### config.mk
export PLATFORM = sky130hd
export DESIGN_NAME = rega_timer_bcd_flat
export DESIGN_NICKNAME = d
export VERILOG_FILES = /design/src/rtl/rega_timer_bcd_if.sv /design/src/rtl/rega_timer_bcd.sv /design/src/flat_wrapper.sv
export SDC_FILE = /design/constraint.sdc
export NUM_CORES = 1
export LEC_CHECK = 0
export ABC_AREA = 1
export BUFFER_PORTS_ARGS = -buffer_cell sky130_fd_sc_hd__buf_2
export CAP_MARGIN = 25
export CORE_UTILIZATION = 29
export CTS_BUF_LIST = sky130_fd_sc_hd__clkbuf_2
export CTS_CLUSTER_SIZE = 28
export DETAILED_ROUTE_END_ITERATION = 10
export HOLD_SLACK_MARGIN = 0.08
export MAX_ROUTING_LAYER = met4
export PLACE_DENSITY = 0.53
export SETUP_SLACK_MARGIN = 0.5
export SYNTH_ARGS = -nofsm -noshare
export SYNTH_HDL_FRONTEND = slang
export SYNTH_SLANG_ARGS = --single-unit
### constraint.sdc
create_clock -name clk -period 2 [get_ports clk]
set_clock_uncertainty 0.05 [all_clocks]
set_input_delay 0 -clock clk [delete_from_list [all_inputs] [get_ports clk]]
set_output_delay 0 -clock clk [all_outputs]
set_load 0.03 [all_outputs]
### src/rtl/rega_timer_bcd_if.sv
// Control/status bundle for the irrigation countdown timer.
// The timer sits on the slave side and the controller on the master side.
interface rega_timer_bcd_if;
  logic       start;
  logic       stop;
  logic [3:0] preset_tens;
  logic [3:0] preset_units;
  logic [3:0] tens;
  logic [3:0] units;
  logic       borrow;
  logic       valve;
  logic       done;
  logic       err;
  logic [7:0] seg_tens;
  logic [7:0] seg_units;

  modport master (
    output start, stop, preset_tens, preset_units,
    input  tens, units, borrow, valve, done, err, seg_tens, seg_units
  );

  modport slave (
    input  start, stop, preset_tens, preset_units,
    output tens, units, borrow, valve, done, err, seg_tens, seg_units
  );
endinterface

### src/rtl/rega_timer_bcd.sv
// Two-digit BCD irrigation countdown timer with valve drive and 7-segment encoding.
// The prescaler divides clk into time units; a units wrap 0->9 borrows from the tens digit.
module rega_timer_bcd #(
  parameter int unsigned TICK_DIV = 4
) (
  input  logic           clk,
  input  logic           rst_n,
  rega_timer_bcd_if.slave bus
);

  localparam int unsigned PW = (TICK_DIV > 2) ? $clog2(TICK_DIV) : 1;
  localparam logic [PW-1:0] PRESC_LAST = PW'(TICK_DIV - 1);

  typedef enum logic [1:0] {
    IDLE = 2'd0,
    RUN  = 2'd1,
    HOLD = 2'd2,
    DONE = 2'd3
  } state_t;

  state_t        state_q, state_d;
  logic [3:0]    tens_q, tens_d;
  logic [3:0]    units_q, units_d;
  logic [PW-1:0] presc_q, presc_d;
  logic          borrow_q, borrow_d;
  logic          done_q, done_d;
  logic          err_q, err_d;
  logic          valve_q, valve_d;

  logic          preset_ok;
  logic          tick;
  logic          last_unit;

  // 00 is rejected as well as non-BCD codes: there would be nothing to count.
  assign preset_ok = (bus.preset_tens <= 4'd9) && (bus.preset_units <= 4'd9) &&
                     !((bus.preset_tens == 4'd0) && (bus.preset_units == 4'd0));
  assign tick      = (presc_q == PRESC_LAST);
  assign last_unit = (tens_q == 4'd0) && (units_q == 4'd1);

  // State and output registers
  always_ff @(posedge clk or negedge rst_n) begin
    if (!rst_n) begin
      state_q  <= IDLE;
      tens_q   <= 4'd0;
      units_q  <= 4'd0;
      presc_q  <= '0;
      borrow_q <= 1'b0;
      done_q   <= 1'b0;
      err_q    <= 1'b0;
      valve_q  <= 1'b0;
    end else begin
      state_q  <= state_d;
      tens_q   <= tens_d;
      units_q  <= units_d;
      presc_q  <= presc_d;
      borrow_q <= borrow_d;
      done_q   <= done_d;
      err_q    <= err_d;
      valve_q  <= valve_d;
    end
  end

  // Next-state, countdown and pulse generation
  always_comb begin
    state_d  = state_q;
    tens_d   = tens_q;
    units_d  = units_q;
    presc_d  = presc_q;
    borrow_d = 1'b0;
    done_d   = 1'b0;
    err_d    = 1'b0;

    unique case (state_q)
      IDLE: begin
        if (bus.start) begin
          if (preset_ok) begin
            tens_d  = bus.preset_tens;
            units_d = bus.preset_units;
            presc_d = '0;
            state_d = RUN;
          end else begin
            err_d = 1'b1;
          end
        end
      end

      RUN: begin
        // Stop freezes everything, including a tick landing on the same edge.
        if (bus.stop) begin
          state_d = HOLD;
        end else if (tick) begin
          presc_d = '0;
          if (units_q == 4'd0) begin
            units_d  = 4'd9;
            tens_d   = tens_q - 4'd1;
            borrow_d = 1'b1;
          end else begin
            units_d = units_q - 4'd1;
          end
          if (last_unit) begin
            state_d = DONE;
            done_d  = 1'b1;
          end
        end else begin
          presc_d = presc_q + PW'(1);
        end
      end

      HOLD: begin
        // Stop takes priority so Start+Stop aborts rather than resumes.
        if (bus.stop) begin
          tens_d  = 4'd0;
          units_d = 4'd0;
          state_d = IDLE;
        end else if (bus.start) begin
          state_d = RUN;
        end
      end

      DONE: begin
        state_d = IDLE;
      end

      default: begin
        state_d = IDLE;
      end
    endcase
  end

  // Valve mirrors the registered state, so it is driven from the next state.
  assign valve_d = (state_d == RUN);

  function automatic logic [7:0] seg7(input logic [3:0] d);
    logic [7:0] s;
    unique case (d)
      4'd0:    s = 8'hC0;
      4'd1:    s = 8'hF9;
      4'd2:    s = 8'hA4;
      4'd3:    s = 8'hB0;
      4'd4:    s = 8'h99;
      4'd5:    s = 8'h92;
      4'd6:    s = 8'h82;
      4'd7:    s = 8'hF8;
      4'd8:    s = 8'h80;
      4'd9:    s = 8'h90;
      default: s = 8'hFF;
    endcase
    return s;
  endfunction

  assign bus.tens      = tens_q;
  assign bus.units     = units_q;
  assign bus.borrow    = borrow_q;
  assign bus.done      = done_q;
  assign bus.err       = err_q;
  assign bus.valve     = valve_q;
  assign bus.seg_tens  = seg7(tens_q);
  assign bus.seg_units = seg7(units_q);

endmodule

### src/flat_wrapper.sv
// flat-port wrapper written by rule: the top's interface ports become plain ports
module rega_timer_bcd_flat 
#(
  parameter int unsigned TICK_DIV = 4
)
  (clk, rst_n, bus_start, bus_stop, bus_preset_tens, bus_preset_units, bus_tens, bus_units, bus_borrow, bus_valve, bus_done, bus_err, bus_seg_tens, bus_seg_units);
  rega_timer_bcd_if bus_i ();
  input  logic clk;
  input  logic rst_n;
  input wire logic [$bits(bus_i.start)-1:0] bus_start;
  input wire logic [$bits(bus_i.stop)-1:0] bus_stop;
  input wire logic [$bits(bus_i.preset_tens)-1:0] bus_preset_tens;
  input wire logic [$bits(bus_i.preset_units)-1:0] bus_preset_units;
  output wire logic [$bits(bus_i.tens)-1:0] bus_tens;
  output wire logic [$bits(bus_i.units)-1:0] bus_units;
  output wire logic [$bits(bus_i.borrow)-1:0] bus_borrow;
  output wire logic [$bits(bus_i.valve)-1:0] bus_valve;
  output wire logic [$bits(bus_i.done)-1:0] bus_done;
  output wire logic [$bits(bus_i.err)-1:0] bus_err;
  output wire logic [$bits(bus_i.seg_tens)-1:0] bus_seg_tens;
  output wire logic [$bits(bus_i.seg_units)-1:0] bus_seg_units;
  assign bus_i.start = bus_start;
  assign bus_i.stop = bus_stop;
  assign bus_i.preset_tens = bus_preset_tens;
  assign bus_i.preset_units = bus_preset_units;
  assign bus_tens = bus_i.tens;
  assign bus_units = bus_i.units;
  assign bus_borrow = bus_i.borrow;
  assign bus_valve = bus_i.valve;
  assign bus_done = bus_i.done;
  assign bus_err = bus_i.err;
  assign bus_seg_tens = bus_i.seg_tens;
  assign bus_seg_units = bus_i.seg_units;
  rega_timer_bcd #(.TICK_DIV(TICK_DIV)) u_core (.clk(clk), .rst_n(rst_n), .bus(bus_i));
endmodule
# ---- After elaboration in Yosys (flattened, before gate mapping)
# Memory sizes are Yosys's and may differ from the RTL's.
# Cells that the tools add are included.
dict set report op_classes {
  addsub 3
  magnitude_cmp 2
  n_eq_ne 12
  muxes 37
  reduce_logical 15
}
# op n
set ops {}
lappend ops {{two-way mux 4 bit} 11}
lappend ops {{one-hot mux 4 bit (3 select lines)} 2}
lappend ops {{two-way mux 2 bit} 11}
lappend ops {{zero test 4 bit} 4}
lappend ops {{two-way mux 1 bit} 11}
lappend ops {{<= comparator 4 bit, second input constant} 2}
lappend ops {{one-hot mux 2 bit (4 select lines)} 1}
lappend ops {{subtractor 4 x 1 -> 4 bit, second input constant} 2}
lappend ops {{AND reduction 7 bit} 1}
lappend ops {{== test 2 bit, second input constant} 3}
lappend ops {{inequality test 2 x 1 -> 1 bit, second input constant} 3}
lappend ops {{inequality test 2 bit, second input constant} 3}
lappend ops {{AND reduction 6 bit} 1}
lappend ops {{== test 2 x 1 -> 1 bit, second input constant} 2}
lappend ops {{== test 4 x 1 -> 1 bit, second input constant} 1}
lappend ops {{logical AND 1 bit} 4}
lappend ops {{one-hot mux 2 bit (2 select lines)} 1}
lappend ops {{AND reduction 4 bit} 1}
lappend ops {{nonzero test 3 bit} 1}
lappend ops {{adder 2 x 1 -> 2 bit, second input constant} 1}
lappend ops {{zero test 2 bit} 1}
lappend ops {{nonzero test 2 bit} 1}
lappend ops {{zero test 1 bit} 1}
dict set report word_totals {
  register_bits 16
  rom_bits 224
  wordCells 79
  n_memories 2
}
# memory words width rd rd_clocked_by_memory_dff write_ports line_no
set memory_table {}
lappend memory_table {{(no name shown)} 16 7 1 0 0 rega_timer_bcd.sv:135} ;# unique case (d)
lappend memory_table {{(no name shown)} 16 7 1 0 0 rega_timer_bcd.sv:135}

# ---- Logic depth before layout (Yosys ltp)
# Gate-level depths: netlist of run 1.
dict set report logic_depth {
  word_depth 8
  mapped_depth 9
  mapped_depth_nobuf 9
}

# ---- Worst setup path before layout of run 1
# Ideal clock, no wire load.
dict set report synth_path {
  path_kind {reg-to-output}
  startpoint {register u_core.units_q[0], in the netlist u_core.bus.units[0]}
  endpoint {output port bus_seg_units[4]}
  t_arrival_ns 1.846
  required_ns 1.950
  slack_ns 0.104
  path_stages_with_launch 5
  path_buffers 0
  path_cell_list {dfrtp_1 inv_1 ha_1 ha_1 o21ai_0}
}
dict set report synth_via {
  elab_chain_cells 1
}
# item line_no
set synth_lines {}
lappend synth_lines {{from (decl)} rega_timer_bcd.sv:23} ;# logic [3:0] units_q, units_d;
lappend synth_lines {{from (signal assigned)} rega_timer_bcd.sv:54} ;# units_q <= units_d;
lappend synth_lines {{memory read (16 x 7 bit)} -}
lappend synth_lines {{to (decl)} flat_wrapper.sv:21} ;# output wire logic [$bits(bus_i.seg_units)-1:0] bus_seg_units;
# No other way between the ends.

# ---- Worst setup path after layout of run 1
dict set report layout_path {
  startpoint {register u_core.units_q[1], in the netlist u_core.bus.units[1]}
  endpoint {output port bus_seg_units[6]}
}
# The elaborated chain is that of the path after synthesis.

==> results of run 1 <==
==> final cells by class <==
type,count,area share
multi-input combinational,155,0.468
inverter,26,0.0471
clock buffer,3,0.00601
tap,52,0.0261
sequential,16,0.165
clock inverter,1,0.00150
timing repair buffer,91,0.287
==> Yosys cell counts <==
cell | instances | area, µm²
a21oi_1 | 8 | 40.0
nor2_1 | 18 | 67.6
buf_2 | 2 | 10.0
clkinv_2 | 1 | 5.00
buf_4 | 3 | 22.5
inv_2 | 3 | 11.3
a21oi_2 | 1 | 8.76
dfrtp_1 | 16 | 400
nor2_4 | 1 | 11.3
nor3_1 | 2 | 10.0
nand4_1 | 12 | 75.1
ha_1 | 15 | 188
inv_1 | 22 | 82.6
nand2_1 | 54 | 203
o211ai_1 | 3 | 22.5
conb_1 | 1 | 3.75
nand3_2 | 1 | 10.0
o21ai_1 | 5 | 25.0
nand2_2 | 4 | 25.0
nand3_1 | 8 | 40.0
buf_6 | 1 | 11.3
o21ai_0 | 18 | 90.1
a21oi_4 | 1 | 16.3
a22o_1 | 1 | 8.76
==> worst min path at each step <==
stage / end / cells after the start
after floorplan: u_core.bus.borrow$_DFF_PN0_ / 0
after global placement: u_core.state_q[0]$_DFF_PN0_ / 1
after detailed placement: u_core.state_q[0]$_DFF_PN0_ / 1
after CTS: u_core.bus.err$_DFF_PN0_ / 4
after global routing: u_core.bus.tens[2]$_DFFE_PN0P_ / 5
final: u_core.bus.tens[2]$_DFFE_PN0P_ / 5
==> cells by family after synthesis <==
family                   Yosys count  share of synthesized area
AO/OA/AOI/OAI                     37                      0.152
adder cells (fa/ha/maj)           15                      0.135
buffers and inverters             32                      0.103
flip-flops                        16                      0.289
other                              1                    0.00270
AND/OR/NAND/NOR                  100                      0.318
==> power groups by stage <==
| stage | Combinational, mW | Clock, mW | Sequential (mW) |
|---|---|---|---|
| finish | 3.99 | 0.153 | 0.645 |
| global route | 4.27 | 0.171 | 0.665 |
| CTS | 3.27 | 0.167 | 0.627 |
| detailed placement | 2.39 | 0 | 0.658 |
| global placement | 2.40 | 0 | 0.661 |
| floorplan | 1.73 | 0 | 0.747 |
==> metal layers <==
| layer | track usage | routed length (µm) |
|---|---|---|
| met5 | - | 0 |
| met4 | 0.0244 | 145 |
| met3 | 0.0328 | 248 |
| met2 | 0.301 | 2510 |
| met1 | 0.243 | 2100 |
==> worst register-to-register path: stages, from the launching register on <==
cell	delay [ns]
dfrtp_2	0.49
inv_4	0.11
ha_4	0.19
nand2_4	0.07
clkinv_4	0.06
nand2_4	0.05
a21oi_4	0.16
buf_4	0.14
nand4_1	0.09
nand2_1	0.08
==> flip-flops by register name, summed over array words and instances (netlist names) <==
name and cells:
u_core.bus.units 4, u_core.bus.done 1, u_core.bus.borrow 1, u_core.presc_q 2
u_core.state_q 2, u_core.bus.tens 4, u_core.bus.err 1, u_core.bus.valve 1
==> stage by stage <==
step | worst slack (ns) | utilization | instances | area (µm²) | hold slack, ns
after global placement | 0.268 | 0.366 | 285 | 1640 | -0.107
after global routing | 0.387 | 0.558 | 344 | 2500 | 0.0706
after floorplan | 0.503 | - | 202 | 1430 | -0.346
after detailed placement | 0.241 | 0.366 | 285 | 1640 | -0.106
after CTS | 0.424 | 0.493 | 329 | 2200 | 0.00805
final | 0.450 | 0.558 | 344 | 2500 | 0.0364
==> repair_timing <==
action,4_1_cts,5_1_grt
hold endpoints to repair,29,2
hold buffers,12,2
pin swaps,16,30
setup endpoints to repair,27,42
gates resized for setup,67,55
gates cloned,0,1
buffers inserted,28,16
==> qor.csv, run 1 <==
metric;value;unit
p_sw;2.56;mW
diodes;0;
cp.arrival;1.50;ns
setup_viol;0;
min_period;1.55;ns
final_max_slew_viol_count;0;
cts_buffers;3;
nFillCells;417;
p_sw_frac;0.535;
seq_area_frac_synth;0.289;
critPathBufInv;2;
status;complete, but fails checks;
wl;5.01;mm
violations;design-rule violations;
gp_congestion;0.802;
hp-class;in2reg;
synth_area;0.00139;mm²
grt_max_degree;17;
crit_path_end_kind;output pin;
insertion_delay;0.31;ns
clockRootBuffer;clkbuf_2;
routed_via_density;5.09;
vias;1750;
critical_path_depth;5;
grt_use_total;0.184;
power;4.78;mW
cts_num_sinks;16;
grt_pass1_wl;7.13;mm
postRouteAntennaNets;0;
min_from;bus_preset_tens[2];
tritoncts;yes;
cts_buffer_depth;2;
row_count;24;
combPwrFrac;0.833;
grt_pass1_vias;1510;
fin_crit_sh;0.775;
die_area;0.00507;mm²
rsz0062_at_grt;yes;
initial_core_util;0.310;
cp_cell_sequence;buf_6 > ha_4 > a21oi_2 > o21ai_2 > buf_6;
timing.critical_path.slowest_stage_cell;dfrtp_2;
die_y;71.2;µm
post_drt_wl_per_cell;14.6;µm
peakVddDrop;0.000831;V
r2r_end;u_core.bus.tens[1]$_DFFE_PN0P_;
io_pins;40;
cellPowerDensity;1920;mW/mm²
yosys_warnings;0;
crit_end;bus_seg_units[6];
crit_top_cell;buf_6;
io_buffers;37;
synth_seq_cells;16;
clkSlewWorstSetupHoldPaths;0.17;ns
tns;0;ns
p_clk_frac;0.032;
cp.required;1.95;ns
areaGrowthSynthToFinish;80.0;%
crit_type;reg2out;
cpLargestDelayFamily;flip-flops;
startpoint_type;flop;
core;0.00447;mm²
p_leak;1.25;nW
syn_inst;201;
die_w;71.2;µm
p_seq_frac;0.135;
critPathMaxFanout;5;
overflow;0;
layout_commonest_cell;nand2_1;
syn_area_per_cell;6.90;µm²
cts_max_level;1;
multi_input_area;0.00117;mm²
r2r_start;u_core.bus.units[0]$_DFFE_PN0P_;
r2r_slack;0.48;ns
drc_errors;3;
layout.nets;320;
internal_power;2.23;mW
place_hpwl;2.79;mm
final_cell_mix;46 x nand2_1, 39 x buf_4, 24 x buf_2, 18 x buf_6, 12 x nand4_1;
dr.pass1.iters;7;
synth_cell_type_count;24;
rr_worst_depth;9;
cp_slowest_stage_delay;0.48;ns
crit_path_start;u_core.bus.units[1]$_DFFE_PN0P_;
drive_gt1_frac;0.562;
seq_area;412;µm²
drtIter0Drc;57;
drv_cap;0;
hold_viol;0;
fmax;0.645;GHz
antenna_found_initial;0;
Note: power is estimated with default switching activity, not from simulation.
==> run 2: changes to the inputs <==
--- a/config.mk
+++ b/config.mk
@@ -5,7 +5,7 @@
 export SDC_FILE = /design/constraint.sdc
 export NUM_CORES = 1
 export LEC_CHECK = 0
-export ABC_AREA = 1
+export ABC_AREA = 0
 export BUFFER_PORTS_ARGS = -buffer_cell sky130_fd_sc_hd__buf_2
 export CAP_MARGIN = 25
 export CORE_UTILIZATION = 29
@@ -14,7 +14,7 @@
 export DETAILED_ROUTE_END_ITERATION = 10
 export HOLD_SLACK_MARGIN = 0.08
 export MAX_ROUTING_LAYER = met4
-export PLACE_DENSITY = 0.53
+export PLACE_DENSITY = 0.54
 export SETUP_SLACK_MARGIN = 0.5
 export SYNTH_ARGS = -nofsm -noshare
 export SYNTH_HDL_FRONTEND = slang
==> constraint.sdc (replaced) <==
create_clock -name clk -period 1.3 [get_ports clk]
set_clock_uncertainty 0.05 [all_clocks]
set_input_delay 0 -clock clk [delete_from_list [all_inputs] [get_ports clk]]
set_output_delay 0 -clock clk [all_outputs]
set_load 0.03 [all_outputs]
==> run 2 against run 1 <==
Against the previous run:
- the flow finishes with violations (negative setup slack)
- via count is 0.34% higher
- critical path depth is 1 higher
- sequential share of layout area is 3.7 points lower
- largest cell class unchanged
==> qor.csv, run 2 <==
metric;value;unit;change
drtIter0Drc;64;;+12%
routed_via_density;5.06;;-0.52%
synth_area_leaders;dfrtp_1 28%, ha_1 13%, a21oi_1 6.4%;;
multi_input_area;0.00148;mm²;+27%
synth_area;0.00141;mm²;+1.3%
postRouteAntennaNets;0;;unchanged
initial_core_util;0.312;;+0.00182
die_y;71.6;µm;+0.61%
setup_viol;31;;+31
yosys-top-cells-count;20 x nand2_1, 18 x a21oi_1, 17 x inv_1;;
layout_commonest_cell;buf_6;;
cp.required;1.48;ns;-0.47 ns
antenna_found_initial;0;;unchanged
cts_buffers;3;;unchanged
hold_viol;0;;unchanged
fin_util;0.713;;+0.155
yosys_warnings;0;;unchanged
die_area;0.00513;mm²;+1.2%
use_met3;0.0295;;-0.00323
synth_top_area_share;0.285;;-0.00360
insertion_delay;0.31;ns;about the same
grt_pass1_vias;1702;;+13%
critPathBufInv;2;;unchanged
busiest_layer;met2;;
layout_setup_ws;-0.442;ns;-0.892 ns
core;0.00450;mm²;+0.67%
crit_path_end_kind;flop;;
overflow;0;;unchanged
violations;negative setup slack;;
cp_slowest_stage_delay;0.47;ns;about the same
hp-class;in2reg;;
cp.arrival;1.92;ns;+0.42 ns
status;complete, but fails checks;;
cp_cell_sequence;buf_4 > ha_4 > buf_4 > o21ai_1 > and3_4 > mux2_4;;
muxShareOfSynthArea;0.0695;;+0.0695
post_drt_wl_per_cell;15.3;µm;+5.1%
die_w;71.6;µm;+0.61%
min_period;1.74;ns;
seq_area_frac_synth;0.285;;-0.00360
yosysMostFrequentCell;nand2_1;;
fin_crit_sh;1.34;;
syn_inst;176;;-12%
synth-edff-count;0;;unchanged
drive_gt1_frac;0.756;;+0.194
syn_area_per_cell;7.98;µm²;+16%
synth_compound_area_frac;0.200;;+0.0480
drc_errors;0;;-3
row_count;24;;unchanged
synth_ff_type;dfrtp_1;;
dr.pass1.iters;4;;-3
clockRootBuffer;clkbuf_2;;
critPathMaxFanout;4;;-1
synth_seq_cells;16;;unchanged
grtUsageMet1;0.270;;+0.0267
grt_util_met2;0.355;;+0.0548
cts_hold_buf;3;;-9
synth_fa_ha_area_frac;0.134;;-0.00169
nFillCells;306;;-27%
yosysTopAreaCell;dfrtp_1;;
io_buffers;37;;unchanged
clkSlewWorstSetupHoldPaths;0.19;ns;+0.02 ns
crit_top_cell;buf_4;;
crit_type;reg2reg;;
diodes;0;;unchanged
grt_use_total;0.208;;+0.0241
wl;5.31;mm;+6.0%
cts_max_level;1;;unchanged
drv_cap;0;;unchanged
layout.nets;323;;+0.94%
async_reset_ff_frac;1.00;;unchanged
fmax;0.574;GHz;
pre_cts_ws;-0.536;ns;-0.777 ns
final_max_slew_viol_count;0;;unchanged
rsz0062_at_grt;yes;;
synth-xor-area-share;0;;unchanged
synth_cell_type_count;40;;+67%
seq_area;410;µm²;-0.30%
areaGrowthSynthToFinish;128;%;
startpoint_type;flop;;
synthSimpleGateAreaFrac;0.227;;-0.0912
grt_max_degree;17;;unchanged
timing.critical_path.slowest_stage_cell;dfrtp_2;;
tritoncts;yes;;
synth_top_family_by_area;simple AND/OR/NAND/NOR gates;;
cts_num_sinks;16;;unchanged
place_hpwl;3.32;mm;+19%
cts_buffer_depth;2;;unchanged
io_pins;40;;unchanged
vias;1756;;+0.34%
gp_congestion;0.849;;+6.0%
cpLargestDelayFamily;flip-flops;;
grt_pass1_wl;8.18;mm;+15%
final_cell_mix;53 x buf_6, 50 x buf_4, 11 x ha_4, 11 x buf_2, 10 x nor2_4;;
==> run 2: cell count changes after synthesis, sizes merged, moves of 4 or more <==
cell	delta
nand2	-38
o21ai	-12
nand4	-11
a21oi	+8
inv	-8
mux2i	+6
and3	+5
nand3	-5
nor2	-5
clkbuf	+4
nand2b	+4
==> run 2: what timing repair did <==
action,4_1_cts,5_1_grt
pin swaps,37,16
resized for setup,141,26
setup buffers,15,12
endpoints found under the setup margin,42,42
endpoints found under the hold margin,23,4
==> run 2: logic make-up (layout without fill, tap and decap cells) <==
group | Yosys count | count (layout)
AND/OR/NAND/NOR | 63 | 63
AO/OA/AOI/OAI | 46 | 46
buffers and inverters | 26 | 144
flip-flops | 16 | 16
adder cells (fa/ha/maj) | 15 | 15
multiplexers | 9 | 9
other | 1 | 2
==> run 2: per-layer routing <==
metal	wire, µm	vias to the layer above
met4	34	0
li1	-	862
met1	2440	848
met2	2660	41
met5	0	-
met3	179	5
==> run 2: worst paths after layout <==
path | startpoint | end | slack, ns | depth (start not counted)
setup reg to reg | u_core.state_q[0]$_DFF_PN0_ | u_core.bus.tens[2]$_DFFE_PN0P_ | -0.44 | 6
max in group asynchronous | rst_n | u_core.bus.tens[3]$_DFFE_PN0P_ | 0.84 | 2
hold / removal | bus_stop | u_core.presc_q[1]$_DFFE_PN0P_ | 0.04 | 4
hold reg to reg | u_core.presc_q[1]$_DFFE_PN0P_ | u_core.presc_q[1]$_DFFE_PN0P_ | 0.66 | 3
setup / recovery | u_core.state_q[0]$_DFF_PN0_ | u_core.bus.tens[2]$_DFFE_PN0P_ | -0.44 | 6
min in group asynchronous | rst_n | u_core.state_q[1]$_DFF_PN0_ | 0.06 | 2
==> run 2: worst register-to-register path, cell delays in order (launching register included) <==
cell and delay (ns):
dfrtp_2 0.47, buf_4 0.15, ha_4 0.17, buf_4 0.14, o21ai_1 0.12, and3_4 0.26
mux2_4 0.30
==> run 2: final cells by class <==
| class | count | share of cell area |
|---|---|---|
| multi-input cells | 135 | 0.461 |
| repair buffers | 123 | 0.362 |
| flip-flops and latches | 16 | 0.128 |
| inverters | 17 | 0.0230 |
| well taps | 52 | 0.0203 |
| clock buffers | 3 | 0.00468 |
| clock inverters | 1 | 0.00117 |
==> run 2: per-stage QoR <==
step / cells / area (µm²) / hold slack [ns] / setup TNS (ns)
floorplan: 177 / 1690 / -0.346 / -4.51
global placement: 313 / 2270 / -0.103 / -5.52
detailed placement: 313 / 2270 / -0.102 / -5.88
CTS: 335 / 3000 / 0.0228 / -8.42
global route: 347 / 3210 / 0.0691 / -10.94
finish: 347 / 3210 / 0.0425 / -9.09
Power of run 2 is not shown: default switching activity piles up to over one toggle a cycle in this logic, so the estimate is an artifact.
